**config.mk**
```make
export PLATFORM = sky130hd
export DESIGN_NAME = char_rx
export DESIGN_NICKNAME = d
export VERILOG_FILES = /design/src/rtl/char_rx.sv
export SDC_FILE = /design/constraint.sdc
export NUM_CORES = 1
export LEC_CHECK = 0
export BUFFER_PORTS_ARGS = -buffer_cell sky130_fd_sc_hd__clkbuf_2
export CAP_MARGIN = 10
export CORE_MARGIN = 2
export CORE_UTILIZATION = 30
export CTS_CLUSTER_SIZE = 8
export DETAILED_ROUTE_END_ITERATION = 10
export SLEW_MARGIN = 0
export SYNTH_ARGS = -nofsm -noshare
export SYNTH_HDL_FRONTEND = slang
export SYNTH_SLANG_ARGS = --single-unit
```
**constraint.sdc**
```tcl
create_clock -name clk -period 3.49 [get_ports clk]
set_clock_uncertainty 0.2 [all_clocks]
set_input_delay 0.1745 -clock clk [delete_from_list [all_inputs] [get_ports clk]]
set_output_delay 0.1745 -clock clk [all_outputs]
set_load 0.005 [all_outputs]
```
**src/rtl/char_rx.sv**
```systemverilog
// char_rx: 8N1 serial character receiver, OVS clk cycles per bit, with
// start-bit glitch rejection and a BREAK state after a framing error.
module char_rx #(
    parameter int OVS = 8
) (
    input  logic        clk,
    input  logic        clr,
    input  logic        rxd,
    output logic [7:0]  char_out,
    output logic        char_valid,
    output logic        frame_err,
    output logic        busy,
    output logic [15:0] char_cnt
);
    localparam int CW = $clog2(OVS);
    localparam logic [CW-1:0] CNT_HALF = CW'(OVS / 2 - 1);
    localparam logic [CW-1:0] CNT_LAST = CW'(OVS - 1);

    typedef enum logic [2:0] {IDLE, START, DATA, STOP, BREAK} state_t;

    state_t        state, state_n;
    logic [CW-1:0] cnt, cnt_n;
    logic [2:0]    bidx, bidx_n;
    logic [7:0]    shift, shift_n;
    logic [7:0]    char_out_n;
    logic          char_valid_n;
    logic          frame_err_n;
    logic [15:0]   char_cnt_n;
    logic          rxd_p0, rxd_s;

    // Stage p0 -> s: two-flop synchronizer, idles high
    always_ff @(posedge clk) begin
        if (clr) begin
            rxd_p0 <= 1'b1;
            rxd_s  <= 1'b1;
        end else begin
            rxd_p0 <= rxd;
            rxd_s  <= rxd_p0;
        end
    end

    // FSM state and output registers
    always_ff @(posedge clk) begin
        if (clr) begin
            state      <= IDLE;
            cnt        <= '0;
            bidx       <= '0;
            shift      <= '0;
            char_out   <= '0;
            char_valid <= 1'b0;
            frame_err  <= 1'b0;
            char_cnt   <= '0;
        end else begin
            state      <= state_n;
            cnt        <= cnt_n;
            bidx       <= bidx_n;
            shift      <= shift_n;
            char_out   <= char_out_n;
            char_valid <= char_valid_n;
            frame_err  <= frame_err_n;
            char_cnt   <= char_cnt_n;
        end
    end

    always_comb begin
        state_n      = state;
        cnt_n        = cnt;
        bidx_n       = bidx;
        shift_n      = shift;
        char_out_n   = char_out;
        char_valid_n = 1'b0;
        frame_err_n  = 1'b0;
        char_cnt_n   = char_cnt;

        case (state)
            IDLE: begin
                if (!rxd_s) begin
                    state_n = START;
                    cnt_n   = '0;
                end
            end
            START: begin
                // Re-check the line half a bit in; a short low is treated as noise
                if (cnt == CNT_HALF) begin
                    cnt_n  = '0;
                    bidx_n = '0;
                    state_n = rxd_s ? IDLE : DATA;
                end else begin
                    cnt_n = cnt + 1'b1;
                end
            end
            DATA: begin
                if (cnt == CNT_LAST) begin
                    shift_n[bidx] = rxd_s;
                    cnt_n         = '0;
                    bidx_n        = bidx + 3'd1;
                    if (bidx == 3'd7)
                        state_n = STOP;
                end else begin
                    cnt_n = cnt + 1'b1;
                end
            end
            STOP: begin
                if (cnt == CNT_LAST) begin
                    cnt_n = '0;
                    if (rxd_s) begin
                        char_out_n   = shift;
                        char_valid_n = 1'b1;
                        char_cnt_n   = char_cnt + 16'd1;
                        state_n      = IDLE;
                    end else begin
                        frame_err_n = 1'b1;
                        state_n     = BREAK;
                    end
                end else begin
                    cnt_n = cnt + 1'b1;
                end
            end
            BREAK: begin
                // A held-low line must go high before another start bit counts
                if (rxd_s)
                    state_n = IDLE;
            end
            default: state_n = IDLE;
        endcase
    end

    assign busy = (state != IDLE);

endmodule

```
* Word-level counts from Yosys, hierarchy flattened *
Cells that the tools add are included.

cells by class
  add/sub/neg operators = 3
  eq/ne operators = 13
  multiplexer cells = 21
  bitwise operators = 2
  order comparisons = 2
  reductions and logical operators = 12

operators with widths
  operator               number
  $mux 3                 12
  $add 16x1->16 const B  1
  $pmux 3 s5             1
  $ne 2x2->1 const B     6
  $eq 3x2->1 const B     3
  $eq 3x3->1 const B     3
  $pmux 3 s3             1
  $bwmux 8               1
  $add 3x1->3 const B    2
  $pmux 3 s2             1
  $reduce_and 3->1       2
  $reduce_and 6->1       1
  $reduce_bool 3->1      2
  $lt 3x4->1 const B     1
  $reduce_and 2->1       2
  $demux 1 s3            1
  $eq 3x1->1 const B     1
  $ge 3x1->1 const B     1
  $logic_not 3->1        1
  $mux 1                 3
  $reduce_or 3->1        1
  $mux 2                 1
  $not 1->1              2
  $reduce_bool 2->1      1
  2 further kinds        2

word-level totals
  input port bits = 3
  flip-flop bits (word level) = 45

* Longest topological paths before layout *
  depth in word-level cells = 5
  gate-level depth with buffers = 8
  mapped depth without buffers = 6

* Least setup slack after synthesis *
OpenSTA, ideal clock, no wires.

  path type = register to register
  start point = register cnt[0]
  end point = register char_cnt[13]
  setup time = 0.070 ns
  path slack = 1.326 ns
  arrival time = 1.893 ns
  cell stages (with the launch flop) = 8
  path buffers = 1
  period minus slack after synthesis = 2.164 ns
  data required time = 3.220 ns
  path through = dfxtp_1 > ha_1 > ha_1 > nand4b_1 > or2_1 > buf_2 > or4_1 > a21oi_1

on the way
  longest elaborated chain between the ends = 2

ends and longest elaborated chain
  what                        RTL line  text
  start: declaration          22        logic [CW-1:0] cnt, cnt_n;
  start signal: assignment    55        cnt <= cnt_n;
  $eq 3x3->1                  104       if (cnt == CNT_LAST) begin
  $reduce_and 3->1 (no line)  --
  end signal: assignment      61        char_cnt <= char_cnt_n;
  end: declaration            13        output logic [15:0] char_cnt

Every way passes these cells.
A chain may end at the register's enable or synchronous reset.

* Final worst setup path *
Ends and elaborated chain as after synthesis.

==> out/summary.md <==
The number of enable flip-flop cells after synthesis was 0; the placed instance area was 2210 um^2. For this design the static power due to leakage is 0.843 nW. The tools report the first-pass GRT wire length as 7060 um. The worst setup path is captured at a register. Detailed placement ended at an HPWL of 2640 um. The number of cell rows was 29. Traced cell by cell, the critical path runs through ha_1, ha_1, nand4b_1, or2_1, or4_1, a21oi_1.

The number of buffers inserted by hold repair at cts was 1; the average wire length per cell after detail routing was 11.8 um. The net count reported at finish is 266, and the insertion delay to the later sink of the worst-skew pair is 0.29 ns. The floorplan step defined a die boundary enclosing 7440 um^2. The largest single stage delay on the critical path is 0.53 ns.

The worst-case hold slack is 0.220 ns, and the setup TNS after final layout is 0 ns. From bottom edge to top edge, the die measures 86.3 um. In the finished design, the share of the clock period the worst path needs comes to 68.0%.

Setup repair after global routing left no endpoint under its margin. The run gives 101 as the count of routing violations after the opening detailed-route iteration. For this run, the total global-route usage over all layers was measured as 11.4%.

The worst-path maximum fanout was 9; the number of setup buffers added after CTS was 0. For the largest net degree at the start of global routing, the log shows 46. Data on the critical path arrives at its endpoint at 2.38 ns.

Detailed routing inserted a total of 1660 vias. The sequential-to-total area share from yosys stat is 44.4%, and the share of the synthesized area in the top cell type is 44.4%. The synthesized netlist occupies a cell area of 2030 um^2. The flow ran to the end, and the final reports show no timing, DRC or antenna violations. The initial antenna violation count was 0; the number of filler cells placed in the layout was 687.

The post-synthesis sequential element count came out at 45. The maximum frequency from static timing analysis is 421 MHz. The die is 86.3 um wide. In this run, distinct cell masters in the synthesized netlist total 41. Clock period minus final worst setup slack: 2.37 ns.

The count of cells resized by post-cts repair is 0, and the synthesized net count is 244. 30 I/O pins were placed. Data on the critical path is required at its endpoint by 3.50 ns. For this configuration, the core starts out at a cell density of 31.4%.

Averaged over all synthesized cells, the footprint is 8.72 um^2. At the end of routability-driven placement, the weighted congestion stood at 0.733. For the reported max-cap violation count, the log shows 0. In the post-synthesis netlist, the biggest area contributors are dfxtp_1, a21oi_1, nand2_1. TritonCTS built the clock tree. Ranked by instance count, the synthesized netlist is headed by dfxtp_1, nand2_1, a21oi_1, nor2_1. Total power draw: 0.960 mW. The repair_antennas step left the layout with diodes totalling 0. The run gives 0 as the count of unresolved DRC violations after routing. The setup path with the least slack is of type register to register. STA classifies the critical path startpoint as a register. The slowest cell on the critical path was or4_1. Path type of the worst min-delay path: register to register. For the maximum VDD drop, the log shows 0.000266 V.

For the pin with the worst max-slew slack, the measured transition is 0.904 ns. Top flip-flop cell by instance count after synthesis: dfxtp_1. The routed via count divided by cell count works out to 4.98. Dividing total power by cell area gives a power density of 410 nW/um^2.

The layout overhead on the synthesized area was 15.3%. For the via count of the first global-routing pass, the log shows 1607. The floorplan step defined a core boundary enclosing 6460 um^2.

The logs give 5 for the number of buffers created by CTS and 3920 um for the total routed wirelength. After global routing the overflow that remains totals 0. Input and output buffers added on the ports amount to 29.

The fraction of registers with async set/reset works out to 0%. The Yosys step of the flow raised 0 warnings. The tools report the residual antenna-violating net count after detailed routing as 0.

The most numerous cell type found on the critical path is ha_1. The first-pass detailed-route iteration total is 6. Clock transition time at the flip-flop clock pins of the worst setup and hold paths: 0.09 ns. The cell type contributing the most total cell area after synthesis is dfxtp_1. The count of pins over their slew limit is 0, and the H-tree depth reported by CTS is 2.

Final setup violation count: 0. The fraction of final layout cells with drive strength greater than 1 is 16.0%. Clock tree synthesis found a total of 45 sinks.

The logs give 0 for the hold violation total from the final report and 2340 um^2 for the final instance area. The most common cell in the synthesized netlist is dfxtp_1. In this run the tightest slew margin relative to its limit is 39.7%. The tools report the clock root buffer as clkbuf_8. No sink is reached through more buffers than the 2 on the longest clock path. Synthesis produced a netlist whose cell count is 233.
==> cell usage in the layout (no fill, tap or decap), types with 4 or more instances in the layout <==
cell type	instances
clkbuf_8	6
dfxtp_1	45
xor2_1	6
a21oi_1	25
nand2_1	28
nor2_1	23
clkbuf_2	29
mux2i_1	10
o21ai_0	4
nand3_1	8
or4_1	5
ha_1	8
nor3_1	8
o31ai_1	5
==> metrics by stage <==
step           utilization [%]  std cells  setup WS [ns]
2_1_floorplan                -        233           1.33
3_3_place_gp              34.2        324           1.21
3_5_place_dp              34.2        324           1.13
4_1_cts                   36.2        333           1.11
5_1_grt                   36.2        333          0.943
6_report                  36.2        333           1.12
==> power breakdown <==
group	switching [mW]	leakage (nW)	internal [mW]
logic	0.0136	0.423	0.00982
clock network	0.180	0.0574	0.233
registers	0.00667	0.363	0.516
==> registers in the layout, indices dropped and copies added, names as in the netlist <==
register	flops
char_cnt	16
bidx	3
char_out	8
cnt	3
frame_err	1
rxd_p0	1
char_valid	1
rxd_s	1
state	3
shift	8
==> path summary, 6_finish.rpt <==
path	slack [ns]	to	start	cells past startpoint
max reg2reg	1.12	char_cnt[13]$_SDFFE_PP0P_	cnt[0]$_SDFFE_PP0P_	6
max	1.12	char_cnt[13]$_SDFFE_PP0P_	cnt[0]$_SDFFE_PP0P_	6
min	0.22	rxd_s$_SDFF_PP1_	rxd_p0$_SDFF_PP1_	1
min reg2reg	0.22	rxd_s$_SDFF_PP1_	rxd_p0$_SDFF_PP1_	1
==> area by class of cell <==
cell class | count | area [um^2] | area share (%)
clock buffer | 6 | 82.6 | 3.53
clock inverter | 2 | 37.5 | 1.60
inverter | 3 | 11.3 | 0.481
multi-input combinational | 170 | 1060 | 45.2
sequential | 45 | 901 | 38.5
tap | 77 | 96.3 | 4.12
timing repair buffer | 30 | 155 | 6.63
==> kinds of logic after synthesis <==
kind of cell / Yosys count / synth area share (%)
xor+xnor: 9 / 3.88
buf+inv: 18 / 3.57
compound gates: 38 / 10.5
mux: 11 / 6.04
fa+ha+maj: 8 / 4.93
simple gates: 104 / 26.7
flops: 45 / 44.4
==> worst max-delay path: cells and delay by family, from the launching register on <==
kind / cells / cell delay (ns)
flops: 1 / 0.36
simple gates: 3 / 1.07
compound gates: 1 / 0.16
fa+ha+maj: 2 / 0.50
==> routing by layer <==
metal  vias up  GRT usage (%)  part of all wire (%)
li1        860              -                     -
met1       773           14.6                    51
met2        24           19.5                    45
met3         3           2.95                   3.6
met4         0           2.13                  0.23
met5         -              0                     0
Note: power is estimated with default switching activity, not from simulation.
